### src/rtl/ctrl_seq.sv
`default_nettype none
// ============================================================================
//  Module      : ctrl_seq
//  Description : Multi-cycle control sequencer for the 8-bit core. Fetches
//                9-bit instructions, drives the ALU opcode and register-file
//                controls, resolves pos/beq branches through the target LUT,
//                and runs lw/sw handshakes with data memory.
//  Revision    : 1.0 - initial release
// ============================================================================
module ctrl_seq #(
  parameter int PC_W     = 8,
  parameter int PROG_LEN = 256
) (
  input  logic            clk,
  input  logic            reset_n,
  input  logic            start,
  output logic [PC_W-1:0] imem_addr,
  input  logic [8:0]      imem_data,
  output logic [2:0]      rf_ra,
  output logic [2:0]      rf_rb,
  input  logic [7:0]      rf_rdb,
  output logic            rf_we,
  output logic [2:0]      rf_wa,
  output logic [7:0]      rf_wdata,
  output logic [2:0]      alu_op,
  input  logic [7:0]      alu_rslt,
  input  logic            alu_taken,
  output logic [2:0]      lut_idx,
  input  logic [PC_W-1:0] br_target,
  output logic            dmem_req,
  output logic            dmem_we,
  output logic [7:0]      dmem_addr,
  output logic [7:0]      dmem_wdata,
  input  logic            dmem_ack,
  input  logic [7:0]      dmem_rdata,
  output logic            busy,
  output logic            done
);

  // End-of-program compare is done one bit wider than pc so that
  // PROG_LEN = 2**PC_W is reachable before the counter wraps.
  localparam logic [PC_W:0] c_PROG_END = (PC_W+1)'(PROG_LEN);

  typedef enum logic [2:0] {
    S_IDLE   = 3'd0,
    S_FETCH  = 3'd1,
    S_DECODE = 3'd2,
    S_EXEC   = 3'd3,
    S_MEM    = 3'd4,
    S_HALT   = 3'd5
  } state_t;

  state_t          r_state;
  state_t          w_state_nxt;
  logic [PC_W-1:0] r_pc;
  logic [PC_W-1:0] w_pc_nxt;
  logic [8:0]      r_ir;
  logic [7:0]      r_dmem_addr;
  logic [7:0]      r_dmem_wdata;
  logic            w_mem_latch;

  logic [PC_W:0]   w_pc_inc;
  logic            w_at_end;
  logic [2:0]      w_op;
  logic            w_is_mem;
  logic            w_is_br;

  assign w_pc_inc = {1'b0, r_pc} + (PC_W+1)'(1);
  assign w_at_end = (w_pc_inc == c_PROG_END);
  assign w_op     = r_ir[8:6];
  assign w_is_mem = w_op[2] & w_op[1];
  assign w_is_br  = (w_op == 3'b011) || (w_op == 3'b101);

  // Next-state, next-pc and per-cycle strobes for the sequencer.
  always_comb begin
    w_state_nxt = r_state;
    w_pc_nxt    = r_pc;
    w_mem_latch = 1'b0;
    rf_we       = 1'b0;
    rf_wdata    = 8'h00;
    alu_op      = 3'b000;
    case (r_state)
      S_IDLE: begin
        if (start) begin
          w_state_nxt = S_FETCH;
          w_pc_nxt    = '0;
        end
      end
      S_FETCH:  w_state_nxt = S_DECODE;
      S_DECODE: w_state_nxt = S_EXEC;
      S_EXEC: begin
        alu_op = w_op;
        if (w_is_mem) begin
          w_mem_latch = 1'b1;
          w_state_nxt = S_MEM;
        end else if (w_is_br && alu_taken) begin
          // A taken branch never ends the program.
          w_pc_nxt    = br_target;
          w_state_nxt = S_FETCH;
        end else begin
          if (!w_is_br) begin
            rf_we    = 1'b1;
            rf_wdata = alu_rslt;
          end
          w_pc_nxt    = w_pc_inc[PC_W-1:0];
          w_state_nxt = w_at_end ? S_HALT : S_FETCH;
        end
      end
      S_MEM: begin
        if (dmem_ack) begin
          // ir[6] clear means load: write back the returned data now.
          if (!r_ir[6]) begin
            rf_we    = 1'b1;
            rf_wdata = dmem_rdata;
          end
          w_pc_nxt    = w_pc_inc[PC_W-1:0];
          w_state_nxt = w_at_end ? S_HALT : S_FETCH;
        end
      end
      S_HALT: begin
        if (start) begin
          w_state_nxt = S_FETCH;
          w_pc_nxt    = '0;
        end
      end
      default: w_state_nxt = S_IDLE;
    endcase
  end

  // State and program counter registers.
  always_ff @(posedge clk or negedge reset_n) begin
    if (!reset_n) begin
      r_state <= S_IDLE;
      r_pc    <= '0;
    end else begin
      r_state <= w_state_nxt;
      r_pc    <= w_pc_nxt;
    end
  end

  // Instruction register and memory-request operand capture.
  always_ff @(posedge clk or negedge reset_n) begin
    if (!reset_n) begin
      r_ir         <= 9'h000;
      r_dmem_addr  <= 8'h00;
      r_dmem_wdata <= 8'h00;
    end else begin
      if (r_state == S_DECODE) begin
        r_ir <= imem_data;
      end
      if (w_mem_latch) begin
        r_dmem_addr  <= rf_rdb;
        r_dmem_wdata <= alu_rslt;
      end
    end
  end

  assign imem_addr  = r_pc;
  assign rf_ra      = r_ir[5:3];
  assign rf_rb      = r_ir[2:0];
  assign rf_wa      = r_ir[5:3];
  assign lut_idx    = r_ir[2:0];
  // Request is purely a function of state so reset removes it at once.
  assign dmem_req   = (r_state == S_MEM);
  assign dmem_we    = dmem_req & r_ir[6];
  assign dmem_addr  = r_dmem_addr;
  assign dmem_wdata = r_dmem_wdata;
  assign busy       = (r_state == S_FETCH) || (r_state == S_DECODE) ||
                      (r_state == S_EXEC)  || (r_state == S_MEM);
  assign done       = (r_state == S_HALT);

endmodule
`default_nettype wire

### config.mk
export PLATFORM = sky130hd
export DESIGN_NAME = ctrl_seq
export DESIGN_NICKNAME = d
export VERILOG_FILES = /design/src/rtl/ctrl_seq.sv
export SDC_FILE = /design/constraint.sdc
export NUM_CORES = 1
export LEC_CHECK = 0
export BUFFER_PORTS_ARGS = -buffer_cell sky130_fd_sc_hd__buf_2
export CORE_MARGIN = 4
export CORE_UTILIZATION = 29
export CTS_BUF_LIST = sky130_fd_sc_hd__clkbuf_4
export CTS_CLUSTER_DIAMETER = 100
export CTS_CLUSTER_SIZE = 40
export DETAILED_ROUTE_END_ITERATION = 8
export PLACE_DENSITY = 0.56
export SLEW_MARGIN = 20
export SYNTH_ARGS = -nofsm -noshare
export SYNTH_HDL_FRONTEND = slang
export SYNTH_SLANG_ARGS = --single-unit
export TNS_END_PERCENT = 1
### constraint.sdc
create_clock -name clk -period 5.2 [get_ports clk]
set_clock_uncertainty 0.2 [all_clocks]
set_input_delay 1.04 -clock clk [delete_from_list [all_inputs] [get_ports clk]]
set_output_delay 1.04 -clock clk [all_outputs]
set_load 0.005 [all_outputs]
### Word-level counts from Yosys, hierarchy flattened

Index checks and enable logic that the tools add are counted.

| storage, ports and cells | value |
|---|---|
| register bits after elaboration | 36 |
| input port bits | 46 |
| output and inout bits | 52 |
| logic and storage cells | 55 |

| cells by class | value |
|---|---|
| add/sub/neg operators | 1 |
| eq/ne operators | 11 |
| mux-type cells | 26 |
| bitwise logic cells | 2 |
| reductions and logical operators | 10 |

Operators by type and width:

| cell | number |
|---|---|
| 2-to-1 mux 8 bit | 9 |
| one-hot mux 8 bit (3 select lines) | 1 |
| 2-to-1 mux 3 bit | 6 |
| one-hot mux 8 bit (2 select lines) | 1 |
| one-hot mux 3 bit (5 select lines) | 1 |
| adder 8 x 1 -> 9 bit, second input constant | 1 |
| == test 3 x 2 -> 1 bit, second input constant | 3 |
| == test 3 bit, second input constant | 3 |
| == test 9 bit, second input constant | 1 |
| 2-to-1 mux 1 bit | 7 |
| logical OR 1 bit | 4 |
| inequality test 2 x 1 -> 1 bit, second input constant | 2 |
| AND reduction 4 bit | 1 |
| == test 3 x 1 -> 1 bit, second input constant | 1 |
| logical NOT 3 bit | 1 |
| nonzero test 3 bit | 1 |
| bitwise AND 1 bit | 2 |
| inequality test 2 bit, second input constant | 1 |
| one-hot mux 1 bit (2 select lines) | 1 |
| AND reduction 2 bit | 1 |
| OR reduction 2 bit | 1 |
| logical AND 1 bit | 1 |

### Longest topological paths before layout

Gate-level depths: netlist of run 1.

| logic depth | value |
|---|---|
| depth in word-level cells | 6 |
| depth in mapped cells | 6 |

### Worst setup path before layout of run 1

OpenSTA, ideal clock, no wires.

| path | value |
|---|---|
| path type | input -> output |
| start point | input port dmem_ack |
| end point | output port rf_wdata[0] |
| arrival | 1.464 ns |
| required time | 3.960 ns |
| setup slack | 2.496 ns |
| cell stages on the path | 3 |
| path buffers | 0 |
| cells stage by stage | nand2_4 > nor2_2 > a22o_1 |

| on the way | value |
|---|---|
| longest elaborated chain between the ends | 2 |

RTL lines:

| item | RTL line | text |
|---|---|---|
| from (decl) | 34 | `input logic dmem_ack,` |
| 2-to-1 mux 8 bit | 110 | `if (dmem_ack) begin` |
| one-hot mux 8 bit (2 select lines) | 82 | `case (r_state)` |
| to (decl) | 24 | `output logic [7:0] rf_wdata,` |

Every way passes these cells.

### Worst setup path in the final report of run 1

| path | value |
|---|---|
| start point | register r_state[1] |
| end point | output port rf_wdata[0] |

| on the way | value |
|---|---|
| longest elaborated chain between the ends | 2 |
| elaborated cells on any way between the ends | 3 |
| classes of those cells | eq/ne (2); mux (1) |

RTL lines:

| item | RTL line | text |
|---|---|---|
| from (decl) | 53 | `state_t r_state;` |
| from (signal assigned) | 136 | `r_state <= w_state_nxt;` |
| == test 3 bit or == test 3 x 2 -> 1 bit (tied branches) | 82 |  |
| one-hot mux 8 bit (2 select lines) (*) | 82 |  |

Every way passes the cells marked *; elsewhere a longest branch is shown, timed or not.

==> results.sh, run 1 <==
export IMPL_critPathMaxFanout=14
export IMPL_final_net_count=329
export IMPL_ys_async_sr_fraction=1.00
export IMPL_drt_first_pass_iters=4
export IMPL_slew_viol_final=0
export IMPL_synth_main_ff_cell="dfrtp_1"
export IMPL_synth_seq_cells=36
export IMPL_final_hold_violation_count=0
export IMPL_synthesis_area_um2=2160
export IMPL_syn_instance_count=200
export IMPL_synth_nets=248
export IMPL_netlist_cell_type_count=52
export IMPL_drv_cap=0
export IMPL_placementRows=31
export IMPL_worst_pin_slew_ns=0.986
export IMPL_fill_cells=761
export IMPL_p_per_area_nw_per_um2=580
export IMPL_avgRoutedWirePerCell_um=15.6
export IMPL_n_antenna_cell=0
export IMPL_ir_drop_mv=0.159
export IMPL_cts_buffers_inserted=5
export IMPL_cts_reportedPaths_clkPinSlew_ns=0.13
export IMPL_cts_sinks=36
export IMPL_crit_chain="or3b_1 -> clkinv_8 -> nand2_4 -> nor2_2 -> a22o_1 -> buf_2"
export IMPL_startpoint_type="flop"
export IMPL_hpwlAfterDp_um=4460
export IMPL_track_usage=0.137
export IMPL_status="finished clean"
export IMPL_syn2layout_area_growth_pct=23.6
export IMPL_critPathCaptureType="output pin"
export IMPL_first_iter_violations=156
export IMPL_die_area_um2=8910
export IMPL_fp_coreArea_um2=7250
export IMPL_clock_latency_ns=0.34
export IMPL_initial_core_util=0.298
export IMPL_period_share=0.677
export IMPL_grt_max_degree=37
export IMPL_cts_root_buf="clkbuf_4"
export IMPL_die_w_um=94.4
export IMPL_postRouteAntennaNets=0
export IMPL_max_stage_delay_ns=0.61
export IMPL_drc=0
export IMPL_yosysTopAreaCell="dfrtp_1"
export IMPL_ios=98
export IMPL_cp_top_family="simple AND/OR/NAND/NOR gates"
export IMPL_drive_gt1_frac=0.504
export IMPL_grt_pass1_vias=1929
export IMPL_cts_repair_resized=0
export IMPL_grt_ovfl_total=0
export IMPL_period_needed_ns=3.52
export IMPL_place_gp_congestion=0.806
export IMPL_p_leak_nw=1.24
export IMPL_cts_tree="yes"
export IMPL_clk_path_buf_depth=2
export IMPL_num_vias=1925
export IMPL_via_per_inst=5.05
export IMPL_synth_top_area_share=0.416
export IMPL_slowest_stage="or3b_1"
export IMPL_grt_pass1_wl_um=9540
export IMPL_cp_required_ns=3.96
export IMPL_cts_setup_buffers=0
export IMPL_avgSynthCellArea_um2=10.8
export IMPL_yosys_warnings=0
export IMPL_yosysSeqAreaShare=0.416
export IMPL_crit_arrival_ns=2.28
export IMPL_die_y_um=94.4
export IMPL_port_buffers=97
export IMPL_cts_hold_buf=0
export IMPL_wirelength_um=5950
export IMPL_hold_path_class="reg2reg"
export IMPL_grt_antenna_before_repair=0
export IMPL_report_final_setup_viol=0
export IMPL_critPathBufInv=2
export IMPL_setup_tns_ns=0
export IMPL_critPathKind="reg2out"
export IMPL_synthTopCellsByArea="dfrtp_1 42%, mux2_2 14%, buf_4 4.5%"
export IMPL_clock_fmax_mhz=284
export IMPL_cts_max_level=2
export IMPL_dpl_cell_area_um2=2620
export IMPL_synth_edf_count=0
export IMPL_max_slew_margin=0.343
export IMPL_rsz0062_at_grt="false"
export IMPL_design_area_um2=2670
==> flip-flops by register name, indices dropped and copies added (netlist names) <==
name / count
dmem_addr: 8
dmem_wdata: 8
imem_addr: 8
r_ir: 9
r_state: 3
==> placed cells by master (no fill, tap or decap), types with 5 or more instances in the layout <==
cell type  instances
buf_2             97
a22o_1             9
dfrtp_1           36
nor2_1            10
o21ai_0            5
a211oi_1           5
clkbuf_4           5
and2_1             9
mux2_2            26
nand3_1            9
nand2_1            9
==> report_power, final <==
group	leakage (nW)	switching, W	internal [W]
registers	0.427	0.000151	0.000418
logic	0.780	0.000408	0.000414
clock network	0.0349	0.000108	0.0000521
==> routing by layer <==
layer / vias to the layer above / share of wire / GRT usage
li1: 905 / - / -
met1: 913 / 0.40 / 0.169
met2: 92 / 0.49 / 0.220
met3: 15 / 0.086 / 0.0382
met4: 0 / 0.032 / 0.0674
met5: - / 0 / 0
==> area by class of cell <==
class / count / area, um^2 / share of cell area
inverters: 4 / 27.5 / 0.0103
clock buffers: 5 / 37.5 / 0.0140
multi-input cells: 137 / 1080 / 0.404
flip-flops and latches: 36 / 901 / 0.337
repair buffers: 97 / 485 / 0.182
well taps: 99 / 124 / 0.0463
clock inverters: 3 / 18.8 / 0.00702
==> kinds of logic after synthesis <==
| logic type | count (synthesis) | share of synthesized area |
|---|---|---|
| simple gates | 56 | 0.146 |
| compound gates | 48 | 0.186 |
| flops | 36 | 0.416 |
| buf+inv | 27 | 0.0844 |
| mux | 26 | 0.135 |
| xor+xnor | 4 | 0.0162 |
| fa+ha+maj | 3 | 0.0162 |
==> path summary, 6_finish.rpt <==
| path | slack, ns | endpoint | start | cells past startpoint |
|---|---|---|---|---|
| setup / recovery | 1.68 | rf_wdata[0] | r_state[1] | 6 |
| hold / removal | 0.32 | dmem_addr[2] | dmem_addr[2] | 1 |
| setup reg to reg | 2.65 | imem_addr[6] | r_state[0] | 4 |
| hold reg to reg | 0.32 | dmem_addr[2] | dmem_addr[2] | 1 |
| max in group asynchronous | 3.67 | r_ir[7] | reset_n | 1 |
| min in group asynchronous | 0.59 | imem_addr[5] | reset_n | 1 |
==> Yosys cell counts (2+ instances only) <==
library cell and instances:
and2_1 9, nor2_1 10, a22o_1 9, o22ai_1 2, ha_1 2, a211oi_1 5
mux2_2 26, xnor2_1 3, buf_4 13, nand3_1 9, nand4b_1 2, nor3_1 3
o21ai_0 5, a221oi_1 4, nand2b_1 3, a32oi_1 3, buf_6 2, dfrtp_1 36
inv_1 2, clkbuf_1 4, a22oi_1 2, o221ai_1 4, buf_2 4, nand2_1 9
o221a_2 2
==> worst register-to-register path, stage by stage, from the launching register on <==
cell and delay (ns):
dfrtp_1 0.57, mux2_2 0.39, a32oi_1 0.75, and2_1 0.35, o221ai_1 0.16
==> per-stage QoR <==
step           hold slack, ns  instances  total power [W]  utilization  worst slack, ns
4_1_cts                 0.319        381          0.00157        0.369             1.64
3_5_place_dp            0.290        373          0.00141        0.361             2.04
3_3_place_gp            0.286        373          0.00140        0.361             2.10
2_1_floorplan           0.305        200          0.00117            -             2.50
6_report                0.320        381          0.00155        0.369             1.68
5_1_grt                 0.343        381          0.00169        0.369             1.51
No activity file was read; power rests on OpenSTA's default activity.
==> run 2: changes to the inputs <==
Settings changed: PLACE_DENSITY 0.56 to 0.58.
Clock period 5.2 ns to 3.1 ns, I/O delays scaled along.
==> results.sh, run 2 (same netlist as run 1, synthesis figures left out) <==
export IMPL_cp_required_ns=2.28
export IMPL_critPathCaptureType="output pin"
export IMPL_die_y_um=94.4
export IMPL_critPathMaxFanout=12
export IMPL_dp_slack_ns=0.334
export IMPL_cts_root_buf="clkbuf_4"
export IMPL_die_area_um2=8910
export IMPL_placementRows=31
export IMPL_layout_common_cells="97 x buf_2, 35 x dfrtp_1, 26 x mux2_2, 10 x nor2_1"
export IMPL_p_per_area_nw_per_um2=996
export IMPL_critPathKind="reg2out"
export IMPL_place_gp_congestion=0.796
export IMPL_final_util=0.376
export IMPL_grt_pass1_wl_um=9380
export IMPL_port_buffers=97
export IMPL_hold_path_class="in2async"
export IMPL_final_hold_violation_count=0
export IMPL_clk_path_buf_depth=2
export IMPL_initial_core_util=0.298
export IMPL_grt_pass1_vias=1960
export IMPL_num_vias=1936
export IMPL_fin_ws_ns=0.158
export IMPL_n_antenna_cell=0
export IMPL_report_final_setup_viol=0
export IMPL_drt_first_pass_iters=4
export IMPL_fp_coreArea_um2=7250
export IMPL_clock_latency_ns=0.35
export IMPL_worst_pin_slew_ns=0.818
export IMPL_grt_ovfl_total=0
export IMPL_drv_cap=0
export IMPL_clock_fmax_mhz=340
export IMPL_ir_drop_mv=0.357
export IMPL_hpwlAfterDp_um=4470
export IMPL_cts_setup_buffers=0
export IMPL_grt_max_degree=37
export IMPL_cts_max_level=2
export IMPL_setup_tns_ns=0
export IMPL_largest_reg_flops=9
export IMPL_cts_tree="yes"
export IMPL_drc=0
export IMPL_slew_viol_final=0
export IMPL_cts_reportedPaths_clkPinSlew_ns=0.12
export IMPL_max_slew_margin=0.454
export IMPL_period_needed_ns=2.94
export IMPL_wirelength_um=5910
export IMPL_ios=98
export IMPL_die_w_um=94.4
export IMPL_grt_antenna_before_repair=0
export IMPL_track_usage=0.135
export IMPL_rsz0062_at_grt="false"
export IMPL_final_common_cell="buf_2"
export IMPL_status="finished clean"
export IMPL_drive_gt1_frac=0.516
export IMPL_final_net_count=332
export IMPL_first_iter_violations=110
export IMPL_cts_sinks=36
export IMPL_period_share=0.949
export IMPL_cts_buffers_inserted=5
export IMPL_postRouteAntennaNets=0
export IMPL_via_per_inst=5.04
export IMPL_p_leak_nw=1.26
export IMPL_syn2layout_area_growth_pct=25.9
export IMPL_avgRoutedWirePerCell_um=15.4
export IMPL_startpoint_type="flop"
export IMPL_largest_register="r_ir"
export IMPL_crit_arrival_ns=2.12
-- run 2: cell type report --
class | instances | area (um^2)
fill | 753 | 4530
clock inverter | 3 | 42.5
clock buffer | 5 | 37.5
sequential | 36 | 902
tap | 99 | 124
inverter | 4 | 27.5
multi-input combinational | 137 | 1080
timing repair buffer | 100 | 508
-- run 2: final timing paths --
| kind | startpoint | to | slack, ns | cells past startpoint |
|---|---|---|---|---|
| max | r_state[2] | rf_wdata[1] | 0.16 | 5 |
| min | reset_n | r_state[1] | 0.15 | 1 |
| max reg2reg | r_state[0] | imem_addr[2] | 0.95 | 5 |
| min reg2reg | dmem_addr[6] | dmem_addr[6] | 0.32 | 1 |
| max in group asynchronous | reset_n | r_state[2] | 1.99 | 1 |
| min in group clk | imem_data[2] | r_ir[2] | 0.29 | 2 |
-- run 2: layer usage --
| metal | up-vias | track usage | part of all wire |
|---|---|---|---|
| met4 | 0 | 0.0469 | 0.016 |
| met3 | 11 | 0.0382 | 0.085 |
| met2 | 89 | 0.218 | 0.47 |
| met1 | 924 | 0.174 | 0.43 |
| met5 | - | 0 | 0 |
| li1 | 912 | - | - |
-- run 2: stage by stage --
step                      cells  area (um^2)  power, W  hold slack (ns)
after floorplan             200         2160   0.00196            0.124
after global placement      376         2640   0.00238            0.285
after detailed placement    376         2640   0.00239            0.290
after CTS                   384         2720   0.00275            0.178
after global routing        384         2720   0.00295            0.219
final                       384         2720   0.00271            0.153
-- run 2: worst max-delay path, stage by stage (launching register included) --
cell and delay [ns]:
dfrtp_2 0.50, and2b_2 0.29, nand2_1 0.13, nor2_1 0.52, a22o_1 0.22, buf_2 0.11
-- run 2: power by group --
part / switching (W) / internal, W
Sequential: 0.000213 / 0.000703
Clock: 0.000175 / 0.000168
Combinational: 0.000732 / 0.000720
-- run 2: what timing repair did --
| action | in CTS | in global routing |
|---|---|---|
| gates cloned | 0 | 0 |
| hold buffers | 0 | 0 |
| gates resized for setup | 1 | 1 |
| endpoints found under the setup margin | 8 | 8 |
